`config.mk`:
```
export PLATFORM = sky130hd
export DESIGN_NAME = systolic_mac_pe
export DESIGN_NICKNAME = d
export VERILOG_FILES = /design/src/rtl/systolic_pkg.sv /design/src/rtl/systolic_mac_pe_drain.sv /design/src/rtl/systolic_mac_pe.sv
export SDC_FILE = /design/constraint.sdc
export NUM_CORES = 1
export LEC_CHECK = 0
export CORE_MARGIN = 5
export CORE_UTILIZATION = 34
export CTS_BUF_LIST = sky130_fd_sc_hd__clkbuf_8
export DETAILED_ROUTE_END_ITERATION = 7
export SLEW_MARGIN = 25
export SYNTH_ARGS = -nofsm -noshare
export SYNTH_HDL_FRONTEND = slang
export SYNTH_HIERARCHICAL = 1
export SYNTH_SLANG_ARGS = --single-unit
```
`constraint.sdc`:
```
create_clock -name clock -period 5.2 [get_ports clock]
set_input_delay 1.3 -clock clock [delete_from_list [all_inputs] [get_ports clock]]
set_output_delay 1.3 -clock clock [all_outputs]
set_load 0.05 [all_outputs]
```
`src/rtl/systolic_pkg.sv`:
```
// Shared types and arithmetic helpers for the systolic MAC array.
//   pe_state_e : PE control state (IDLE, ACCUM)
//   sat_add    : add with overflow detect and optional clamping; returns {overflow, result}
package systolic_pkg;

    localparam int unsigned DATA_W_DEF = 16;
    localparam int unsigned ACC_W_DEF  = 40;
    localparam int unsigned CNT_W_DEF  = 16;
    // Widest accumulator the helper supports; narrower ones are left-aligned into it.
    localparam int unsigned SUM_W      = 64;

    typedef enum logic {
        IDLE  = 1'b0,
        ACCUM = 1'b1
    } pe_state_e;

    // Operands are left-aligned in SUM_W bits (low bits zero), so the SUM_W+1 sum
    // overflows exactly when the narrower ACC_W+1 sum would, and clamp values shift
    // back down to the correct ACC_W max/min.
    function automatic logic [SUM_W:0] sat_add(
        input logic [SUM_W-1:0] acc,
        input logic [SUM_W-1:0] prod,
        input logic             is_signed,
        input logic             saturate
    );
        logic [SUM_W:0]   sum;
        logic             ovf;
        logic [SUM_W-1:0] res;
        if (is_signed) begin
            sum = {acc[SUM_W-1], acc} + {prod[SUM_W-1], prod};
            ovf = sum[SUM_W] ^ sum[SUM_W-1];
        end else begin
            sum = {1'b0, acc} + {1'b0, prod};
            ovf = sum[SUM_W];
        end
        res = sum[SUM_W-1:0];
        if (ovf && saturate) begin
            if (!is_signed) begin
                res = '1;
            end else if (sum[SUM_W]) begin
                res = {1'b1, {(SUM_W-1){1'b0}}};
            end else begin
                res = {1'b0, {(SUM_W-1){1'b1}}};
            end
        end
        return {ovf, res};
    endfunction

endpackage

```
`src/rtl/systolic_mac_pe_drain.sv`:
```
// Drain register with valid: parallel capture has priority over a shift from upstream.
//   capture/capture_data : load local result, mark valid
//   shift/shift_data/shift_valid : take upstream data and valid
//   data/valid           : registered drain output
module pe_drain_reg #(
    parameter int unsigned W = 40
) (
    input  logic         clock,
    input  logic         nreset,
    input  logic         capture,
    input  logic [W-1:0] capture_data,
    input  logic         shift,
    input  logic [W-1:0] shift_data,
    input  logic         shift_valid,
    output logic [W-1:0] data,
    output logic         valid
);

    always_ff @(posedge clock or negedge nreset) begin
        if (!nreset) begin
            data  <= '0;
            valid <= 1'b0;
        end else if (capture) begin
            data  <= capture_data;
            valid <= 1'b1;
        end else if (shift) begin
            data  <= shift_data;
            valid <= shift_valid;
        end
    end

endmodule

```
`src/rtl/systolic_mac_pe.sv`:
```
// Output-stationary systolic PE: forwards a east / b south, accumulates a*b,
// and exposes a drain register for column-wise result readout.
//   a_i/a_valid_i, b_i/b_valid_i     : operands in; a_o/b_o forwarded one cycle later
//   clear_i                          : start new tile (a same-cycle MAC loads first term)
//   drain_i / drain_shift_i          : capture pre-update acc / shift drain chain
//   drain_in_i/drain_valid_i         : upstream drain chain
//   acc_o, mac_count_o, overflow_o, busy_o : live accumulator status
module systolic_mac_pe
    import systolic_pkg::*;
#(
    parameter int unsigned DATA_W   = DATA_W_DEF,
    parameter int unsigned ACC_W    = ACC_W_DEF,
    parameter bit          SIGNED   = 1'b1,
    parameter bit          SATURATE = 1'b1,
    parameter int unsigned CNT_W    = CNT_W_DEF
) (
    input  logic              clock,
    input  logic              nreset,
    input  logic [DATA_W-1:0] a_i,
    input  logic              a_valid_i,
    input  logic [DATA_W-1:0] b_i,
    input  logic              b_valid_i,
    output logic [DATA_W-1:0] a_o,
    output logic              a_valid_o,
    output logic [DATA_W-1:0] b_o,
    output logic              b_valid_o,
    input  logic              clear_i,
    input  logic              drain_i,
    input  logic              drain_shift_i,
    input  logic [ACC_W-1:0]  drain_in_i,
    input  logic              drain_valid_i,
    output logic [ACC_W-1:0]  drain_o,
    output logic              drain_valid_o,
    output logic [ACC_W-1:0]  acc_o,
    output logic [CNT_W-1:0]  mac_count_o,
    output logic              overflow_o,
    output logic              busy_o
);

    localparam int unsigned PROD_W = 2 * DATA_W;
    localparam int unsigned ALIGN  = SUM_W - ACC_W;

    pe_state_e        state_q, state_d;
    logic [ACC_W-1:0] acc_q, acc_d;
    logic [CNT_W-1:0] cnt_q, cnt_d;
    logic             ovf_q, ovf_d;
    logic             busy_q;
    logic             mac;
    logic [ACC_W-1:0] prod_ext;
    logic [SUM_W:0]   add_res;
    logic [ACC_W-1:0] sum_acc;
    logic             sum_ovf;

    assign mac = a_valid_i && b_valid_i;

    // Full-width product, extended to the accumulator width per operand signedness.
    if (SIGNED) begin : g_signed
        logic signed [PROD_W-1:0] a_ext, b_ext, prod;
        assign a_ext    = PROD_W'($signed(a_i));
        assign b_ext    = PROD_W'($signed(b_i));
        assign prod     = a_ext * b_ext;
        assign prod_ext = ACC_W'(prod);
    end else begin : g_unsigned
        logic [PROD_W-1:0] a_ext, b_ext, prod;
        assign a_ext    = PROD_W'(a_i);
        assign b_ext    = PROD_W'(b_i);
        assign prod     = a_ext * b_ext;
        assign prod_ext = ACC_W'(prod);
    end

    assign add_res = sat_add(SUM_W'(acc_q) << ALIGN, SUM_W'(prod_ext) << ALIGN,
                             SIGNED, SATURATE);
    assign sum_acc = ACC_W'(add_res[SUM_W-1:0] >> ALIGN);
    assign sum_ovf = add_res[SUM_W];

    // State, accumulator, counter and overflow registers.
    always_ff @(posedge clock or negedge nreset) begin
        if (!nreset) begin
            state_q <= IDLE;
            acc_q   <= '0;
            cnt_q   <= '0;
            ovf_q   <= 1'b0;
            busy_q  <= 1'b0;
        end else begin
            state_q <= state_d;
            acc_q   <= acc_d;
            cnt_q   <= cnt_d;
            ovf_q   <= ovf_d;
            busy_q  <= (state_d == ACCUM);
        end
    end

    // Next-state and datapath update; clear with a MAC loads the first term directly.
    always_comb begin
        state_d = state_q;
        acc_d   = acc_q;
        cnt_d   = cnt_q;
        ovf_d   = ovf_q;
        case (state_q)
            IDLE:    if (mac) state_d = ACCUM;
            ACCUM:   if (clear_i && !mac) state_d = IDLE;
            default: state_d = IDLE;
        endcase
        if (clear_i) begin
            acc_d = mac ? prod_ext : '0;
            cnt_d = mac ? CNT_W'(1) : '0;
            ovf_d = 1'b0;
        end else if (mac) begin
            acc_d = sum_acc;
            cnt_d = (&cnt_q) ? cnt_q : cnt_q + CNT_W'(1);
            ovf_d = ovf_q | sum_ovf;
        end
    end

    // Operand forwarding; data registers load every cycle.
    always_ff @(posedge clock or negedge nreset) begin
        if (!nreset) begin
            a_o       <= '0;
            a_valid_o <= 1'b0;
            b_o       <= '0;
            b_valid_o <= 1'b0;
        end else begin
            a_o       <= a_i;
            a_valid_o <= a_valid_i;
            b_o       <= b_i;
            b_valid_o <= b_valid_i;
        end
    end

    // Drain captures acc_q, the value before any same-cycle MAC or clear.
    pe_drain_reg #(.W(ACC_W)) u_drain (
        .clock        (clock),
        .nreset       (nreset),
        .capture      (drain_i),
        .capture_data (acc_q),
        .shift        (drain_shift_i),
        .shift_data   (drain_in_i),
        .shift_valid  (drain_valid_i),
        .data         (drain_o),
        .valid        (drain_valid_o)
    );

    assign acc_o       = acc_q;
    assign mac_count_o = cnt_q;
    assign overflow_o  = ovf_q;
    assign busy_o      = busy_q;

endmodule

```
==> run summary <==
Summing all placed instances gives a cell area of 0.02353 sq mm. For the clock latency on the worst-skew pair, the log shows 0.55 ns. Among the stages of the critical path, the cell type that occurs most often is sky130_fd_sc_hd__fa_1.

The min-delay analysis places its worst path in the category reg -> reg. Data on the critical path is required at its endpoint by 5.67 ns. By area, the combinational part of the netlist is dominated by adder cells.

After floorplanning, the core was sized to cover 0.05224 sq mm. The run gives 0.02289 ns as the worst-case clock skew. The tools report the final antenna-violating net count as 0. TritonCTS built the clock tree.

The post-detailed-route wirelength per cell came out at 17.54 um. At the end of routability-driven placement, the weighted congestion stood at 0.9262. Derived from the worst setup path, the maximum achievable clock frequency is 0.1138 GHz. The post-route DRC violation count is 0. Setup violations remaining at the end of the flow were counted as 41. The synthesized design spends more area on one cell type than any other, namely sky130_fd_sc_hd__fa_1. The top cell types in the final layout, fill and taps aside, are sky130_fd_sc_hd__buf_4, sky130_fd_sc_hd__inv_1, sky130_fd_sc_hd__fa_1, sky130_fd_sc_hd__nand2_1, sky130_fd_sc_hd__clkdlybuf4s50_1. The worst register-to-register path begins at acc_o[6]$_DFFE_PN0P_.

The flow ran to the end, but the final reports show violations. Entering global routing, the biggest net connects 82 pins. Final non-filler cell area: 0.02528 sq mm. The number of antenna violations at the first check in global routing came out at 1. The total grt overflow was 0. The final route contains 15910 vias. The smallest setup slack after layout is -3.590 ns. For the worst flop-to-flop path, the logic depth is 12. The net count after synthesis came out at 2411.

The die outline height was 239.0 um. The synthesized netlist devotes 38.37% of its cell area to adder and majority cells. Max-cap violations in this run came to 0. Setup repair after global routing could not meet its margin everywhere. The die covers 0.05712 sq mm. The quantity of I/O buffers inserted on ports was 212. Max-slew violation total from the final report: 0. After synthesis, the netlist uses 79 different library cells.

The run gives 56.83 mm as the total routed wirelength. The starting density of the core was 34.13%. The synthesized-area fraction occupied by ao, oa, aoi and oai cells was 12.75%. The first TritonRoute pass finished after 6 iterations. The run gives 0.01783 sq mm as the post-synthesis instance area.

The nature of the critical path startpoint is an input pin. The critical path crosses 30 cells after its start point. In this run the biggest area consumer among cell types represents 29.53% of the synthesized area. The cell type group with the largest total delay on the critical path is adder cells. The worst setup slack for register-to-register paths was 1.93 ns; the number of synthesized flops with an enable pin was 0. The clock sink count is 133, and the normalized max-slew margin is 35.23%. At the end of the flow, the number of nets in the layout was 3006.

The depth of the worst hold-timing path is 1. The largest fanout of any net on the critical path works out to 5. Most frequently used flop master after synthesis: sky130_fd_sc_hd__dfrtp_1. The post-route fraction of the period consumed by the critical path came out at 169.0%. Of the synthesized area, sequential elements account for 18.67%.

Together, buffers and inverters on the worst path number 9. In this design, the stage delay of the slowest critical-path cell is 0.66 ns. The hold path startpoint is busy_o$_DFF_PN0_. The layout-stage area growth over the synthesis result works out to 41.81%.

The cell at the root of the clock tree is sky130_fd_sc_hd__clkbuf_8. The post-synthesis mux area share is 2.358%. Global routing used 19.81% of the available tracks.

The endpoint identified for the worst register-to-register timing path is acc_o[33]$_DFFE_PN0P_. The post-detailed-placement half-perimeter wirelength was 43.51 mm; the clock-pin slew on the worst setup and hold paths was 0.09 ns. The terminating pin of the worst hold path was busy_o$_DFF_PN0_. STA classifies the critical path endpoint as a flop.

After floorplanning, the core was divided into 84 placement rows. The layout filler cell count is 4909, and the first-iteration detailed-routing DRC count is 988. TritonCTS created 17 clock buffers. By startpoint and endpoint, the worst setup path is classified as in -> reg. The transition time at the pin with the least slew margin came out at 0.9627 ns. The library cell used most frequently in the layout, excluding fill and tap cells, is sky130_fd_sc_hd__buf_4.

For this design, the CTS-stage hold fixing added 0 buffers. The average instance in the mapped netlist occupies 9.180 sq um. Worst-path cell with the longest stage delay: sky130_fd_sc_hd__fa_2.

In this run the number of H-tree levels came out at 4. The final core area utilization came out at 48.40%. Summed over all failing endpoints, the final setup total negative slack is -143.38 ns. In the routed layout, each cell is associated on average with a via count of 4.910. For the worst setup path, the data arrival time is 9.26 ns.

During synthesis, Yosys emitted a total of 6 warnings. Via count of the first global-routing pass: 16830. The simple-gate share of the synthesized area was 15.54%; the buffer levels on the longest clock path was 2. The xor-xnor portion of the synthesized cell area is 3.734%. The final reports fail on negative setup slack. The first global-routing pass estimated 90.38 mm of wire. In the post-synthesis netlist, the biggest area contributors are sky130_fd_sc_hd__fa_1, sky130_fd_sc_hd__dfrtp_1, sky130_fd_sc_hd__ha_1, sky130_fd_sc_hd__inv_1, sky130_fd_sc_hd__nand2_1. 213 I/O pins were placed. The fraction of final layout cells sized beyond drive strength 1 is 27.14%, and the number of flip-flops and latches in the synthesized netlist is 133. The die width is 239.0 um, and the minimum clock period is 8.790 ns.

The run gives 1942 as the number of standard cells after synthesis. The final count of hold timing violations was 0; the share of flip-flops with an asynchronous set or reset was 100.0%.
how the worst max path moves through the flow:
stage | from | to | slack (ns)
2_1_floorplan | b_i[4] | acc_o[25]$_DFFE_PN0P_ | -3.64
3_5_place_dp | a_i[5] | acc_o[10]$_DFFE_PN0P_ | -4.69
6_report | a_i[15] | acc_o[33]$_DFFE_PN0P_ | -3.59
5_1_grt | a_i[2] | acc_o[31]$_DFFE_PN0P_ | -3.81
3_3_place_gp | a_i[5] | acc_o[34]$_DFFE_PN0P_ | -4.48
4_1_cts | a_i[10] | acc_o[31]$_DFFE_PN0P_ | -3.62
kinds of logic after synthesis:
kind of cell / Yosys count
and+or+nand+nor: 574
AOI/OAI and AO/OA: 350
xor gates and xnor gates: 76
DFF: 133
muxes: 42
buffers and inverters: 378
adders and majority gates: 389
Yosys cell counts, types with 4 or more instances:
master                     number
sky130_fd_sc_hd__a211o_1        6
sky130_fd_sc_hd__a211oi_1       8
sky130_fd_sc_hd__a21o_1        24
sky130_fd_sc_hd__a21oi_1       98
sky130_fd_sc_hd__a22oi_1       17
sky130_fd_sc_hd__a31oi_1       11
sky130_fd_sc_hd__and2_1       131
sky130_fd_sc_hd__and3_1         9
sky130_fd_sc_hd__buf_12         4
sky130_fd_sc_hd__buf_2         11
sky130_fd_sc_hd__clkbuf_1      50
sky130_fd_sc_hd__dfrtp_1      133
sky130_fd_sc_hd__fa_1         263
sky130_fd_sc_hd__ha_1         126
sky130_fd_sc_hd__inv_1        304
sky130_fd_sc_hd__mux2i_1       42
sky130_fd_sc_hd__nand2_1      236
sky130_fd_sc_hd__nand2b_1      11
sky130_fd_sc_hd__nand3_1       18
sky130_fd_sc_hd__nand3b_1       5
sky130_fd_sc_hd__nand4_1       11
sky130_fd_sc_hd__nor2_1        98
sky130_fd_sc_hd__nor2b_1       10
sky130_fd_sc_hd__nor3_1        15
sky130_fd_sc_hd__nor4_1         4
sky130_fd_sc_hd__o211ai_1       7
sky130_fd_sc_hd__o21a_1        12
sky130_fd_sc_hd__o21ai_0       51
sky130_fd_sc_hd__o21ai_1       49
sky130_fd_sc_hd__o21ai_2        5
sky130_fd_sc_hd__o21bai_1      13
sky130_fd_sc_hd__o22ai_1        4
sky130_fd_sc_hd__o31ai_1        6
sky130_fd_sc_hd__or2_2          4
sky130_fd_sc_hd__xnor2_1       45
sky130_fd_sc_hd__xor2_1        31
registers in the layout (all words and copies together), names as in the netlist:
signal / flops
mac_count_o: 16
acc_o: 40
a_o: 16
b_valid_o: 1
busy_o: 1
overflow_o: 1
b_o: 16
u_drain/valid: 1
a_valid_o: 1
u_drain/data: 40
metrics by stage:
step                setup WS (ns)  instances  hold WS [ns]
floorplan                  -3.638       1942        0.7825
global placement           -4.480       3117        0.4636
detailed placement         -4.688       3117        0.4692
CTS                        -3.615       3227        0.4903
global route               -3.812       3239        0.5216
finish                     -3.590       3240        0.4855
area by class of cell:
| cell class | instances | area [sq um] | area share, % |
|---|---|---|---|
| multi-input cells | 1432 | 13720 | 54.28 |
| repair buffers | 649 | 5833 | 23.07 |
| flip-flops and latches | 133 | 3328 | 13.16 |
| inverters | 304 | 1144 | 4.523 |
| well taps | 688 | 860.8 | 3.405 |
| clock buffers | 18 | 247.7 | 0.9799 |
| clock inverters | 14 | 140.1 | 0.5543 |
| diodes | 2 | 5.005 | 0.01980 |
metal layers:
layer / track usage (%) / up-vias / wire (um)
met2: 32.84 / 412 / 27530
met4: 6.606 / 0 / 1534
met5: 0 / - / 0
met3: 2.965 / 82 / 3054
li1: - / 7454 / -
met1: 26.76 / 7962 / 24710
timing repair:
item	4_1_cts	5_1_grt
gates resized for setup	212	116
pin swaps	58	59
hold endpoints to repair	0	0
setup buffers	70	19
setup endpoints to repair	41	41
cloned	8	0
Power is not shown: default switching activity piles up to over one toggle a cycle in this logic, so the estimate is an artifact.
==> variant: new RTL, config.mk and constraints unchanged <==
Reset style: synchronous (`nreset`), changed in 3 clocked blocks.
--- a/src/rtl/systolic_mac_pe_drain.sv
+++ b/src/rtl/systolic_mac_pe_drain.sv
@@ -17,5 +17,5 @@
 );
 
-    always_ff @(posedge clock or negedge nreset) begin
+    always_ff @(posedge clock) begin
         if (!nreset) begin
             data  <= '0;
--- a/src/rtl/systolic_mac_pe.sv
+++ b/src/rtl/systolic_mac_pe.sv
@@ -75,5 +75,5 @@
 
     // State, accumulator, counter and overflow registers.
-    always_ff @(posedge clock or negedge nreset) begin
+    always_ff @(posedge clock) begin
         if (!nreset) begin
             state_q <= IDLE;
@@ -114,5 +114,5 @@
 
     // Operand forwarding; data registers load every cycle.
-    always_ff @(posedge clock or negedge nreset) begin
+    always_ff @(posedge clock) begin
         if (!nreset) begin
             a_o       <= '0;
Formal check against the unedited RTL: differs if nreset is asserted again (counterexample within 4 cycles, from zero or initial values and one cycle with nreset low); with nreset held inactive, the same outputs for 4 cycles.
==> variant against the original RTL <==
The flow still finishes with violations (setup timing); largest cell class unchanged; sequential share of layout area shrank 2.8 points; register-to-register slack got worse by 0.04 ns; routed wire length shrank 0.61%; count of clock-buffer cells in the layout fell by 1; critical path type unchanged; setup slack improved by 0.13 ns; synthesized area is 0.28% lower; final area increased by 1.2%; maximum frequency increased by 1.5%; sequential cell count did not move; global-route usage is 0.36 points lower.
Power is left out: the tool's default activity adds up to more than one toggle a clock period on the data nets, which glitch-free logic cannot reach.
==> variant: results (changes against the original RTL) <==
[detailed_routing]
first_pass_iters=5  ; -1
drt_wl_total_mm=56.5  ; -0.61%
via_per_inst=4.96  ; +0.95%
drtIter0Drc=772  ; -22%
vias=16100  ; +1.3%

[clock_tree]
cts_root_buffer=clkbuf_8

[sta]
maxSlewHeadroom_pct=39.3  ; +4.1 points
final.setup_skew_ns=0.0187  ; -0.00420 ns
setup_viol=41  ; unchanged
setup_ws_ns=-3.46  ; +0.129 ns

[layout]
final_net_count=3024  ; +0.60%
drive_gt1_share_pct=29.8  ; +2.6 points

[place]
dp.cells=3122  ; +0.16%
gp_congestion=0.878  ; -5.2%

[min_path]
min_from=busy_o
hold_path_class=reg -> reg

[critical_path]
cp_data_arrival_time_ns=9.15  ; -0.11 ns
crit_slowest_cell=fa_1
slowest_delay_ns=0.55  ; -0.11 ns
cp_max_fo=8  ; +3
cp-startpoint=b_i[3]
r2r_start=acc_o[0]

[synth]
synthXorXnorAreaFrac_pct=3.89  ; +0.16 points
synth.distinct_cells=77  ; -2.5%
synth_compound_area_share_pct=12.7  ; -0.056 points
synthFlopType=dfxtp_1
syn_nets=2450  ; +1.6%
synthAdderAreaFrac_pct=38.5  ; +0.11 points
ys_seq_area_share_pct=15.0  ; -3.7 points
synthTopCellsByCount=306 x inv_1, 263 x fa_1, 218 x nand2_1, 159 x and2_1, 133 x dfxtp_1
synth_area_leaders=fa_1 30%, dfxtp_1 15%, ha_1 8.9%
synth.mux.area_fraction_pct=3.42  ; +1.1 points
async_flop_share_pct=0  ; -100 points
syn_area_per_cell_um2=8.97  ; -2.2%

[global_routing]
grt_max_degree=46  ; -44%
track_usage_pct=19.5  ; -0.36 points
grt_pass1_vias=16800  ; -0.042%
grt_first_pass_wirelength_mm=89.4  ; -1.1%

[outcome]
outcome=finished, violations left
violations=setup timing

-- variant: cell types whose count changed in the layout (fill, tap and decap cells not counted), sizes merged, moves of 21 or more --
cell,change
a31oi,+23
o21ai,-36
dfxtp,+133
mux2i,-42
dfrtp,-133
o211a,+40
or2b,+23
mux2,+41
a21oi,-22
nand2b,+21
and2,+32
-- variant: final cells by class --
class                      instances  area, um^2
clock inverter                    15         161
fill                            4785       25900
multi-input combinational       1457       14700
tap                              680         851
timing repair buffer             640        5770
sequential                       133        2660
antenna                            3        7.51
inverter                         306        1150
clock buffer                      17         234
-- variant: worst max-delay path: cells and delay by family --
kind	cells	cell delay, ns
xor+xnor	1	0.17
fa+ha+maj	8	3.59
compound gates	7	1.34
buf+inv	8	0.70
simple gates	11	2.02
-- variant: kinds of logic after synthesis --
logic type | Yosys count
muxes | 41
AOI/OAI and AO/OA | 326
buffers and inverters | 394
DFF | 133
adders and majority gates | 389
and+or+nand+nor | 619
xor gates and xnor gates | 79
-- variant: path summary, 6_finish.rpt --
check | slack, ns | end | cells after the start
worst min register to register | 0.47 | busy_o | 2
worst max register to register | 1.89 | acc_o[35] | 13
worst max-delay path | -3.46 | acc_o[28] | 35
worst min-delay path | 0.47 | busy_o | 2
-- variant: layer usage --
metal,track usage (%),wire length (um),vias up
met3,4.14,2920,68
met1,25.9,25000,8100
met5,0,0,-
met4,4.61,967,0
li1,-,-,7546
met2,32.6,27600,401
-- variant: repair_timing --
| item | 4_1_cts | 5_1_grt |
|---|---|---|
| setup endpoints to repair | 41 | 41 |
| gates cloned | 8 | 2 |
| resized for setup | 225 | 200 |
| pin swaps | 107 | 129 |
| setup buffers | 74 | 19 |
-- variant: per-stage QoR --
stage	cell area, um^2	setup slack (ns)	setup TNS (ns)
floorplan	18000	-3.38	-133.70
global placement	23200	-4.45	-178.59
detailed placement	23200	-4.60	-185.81
CTS	24900	-3.39	-135.69
global route	25600	-3.66	-145.25
finish	25600	-3.46	-137.71
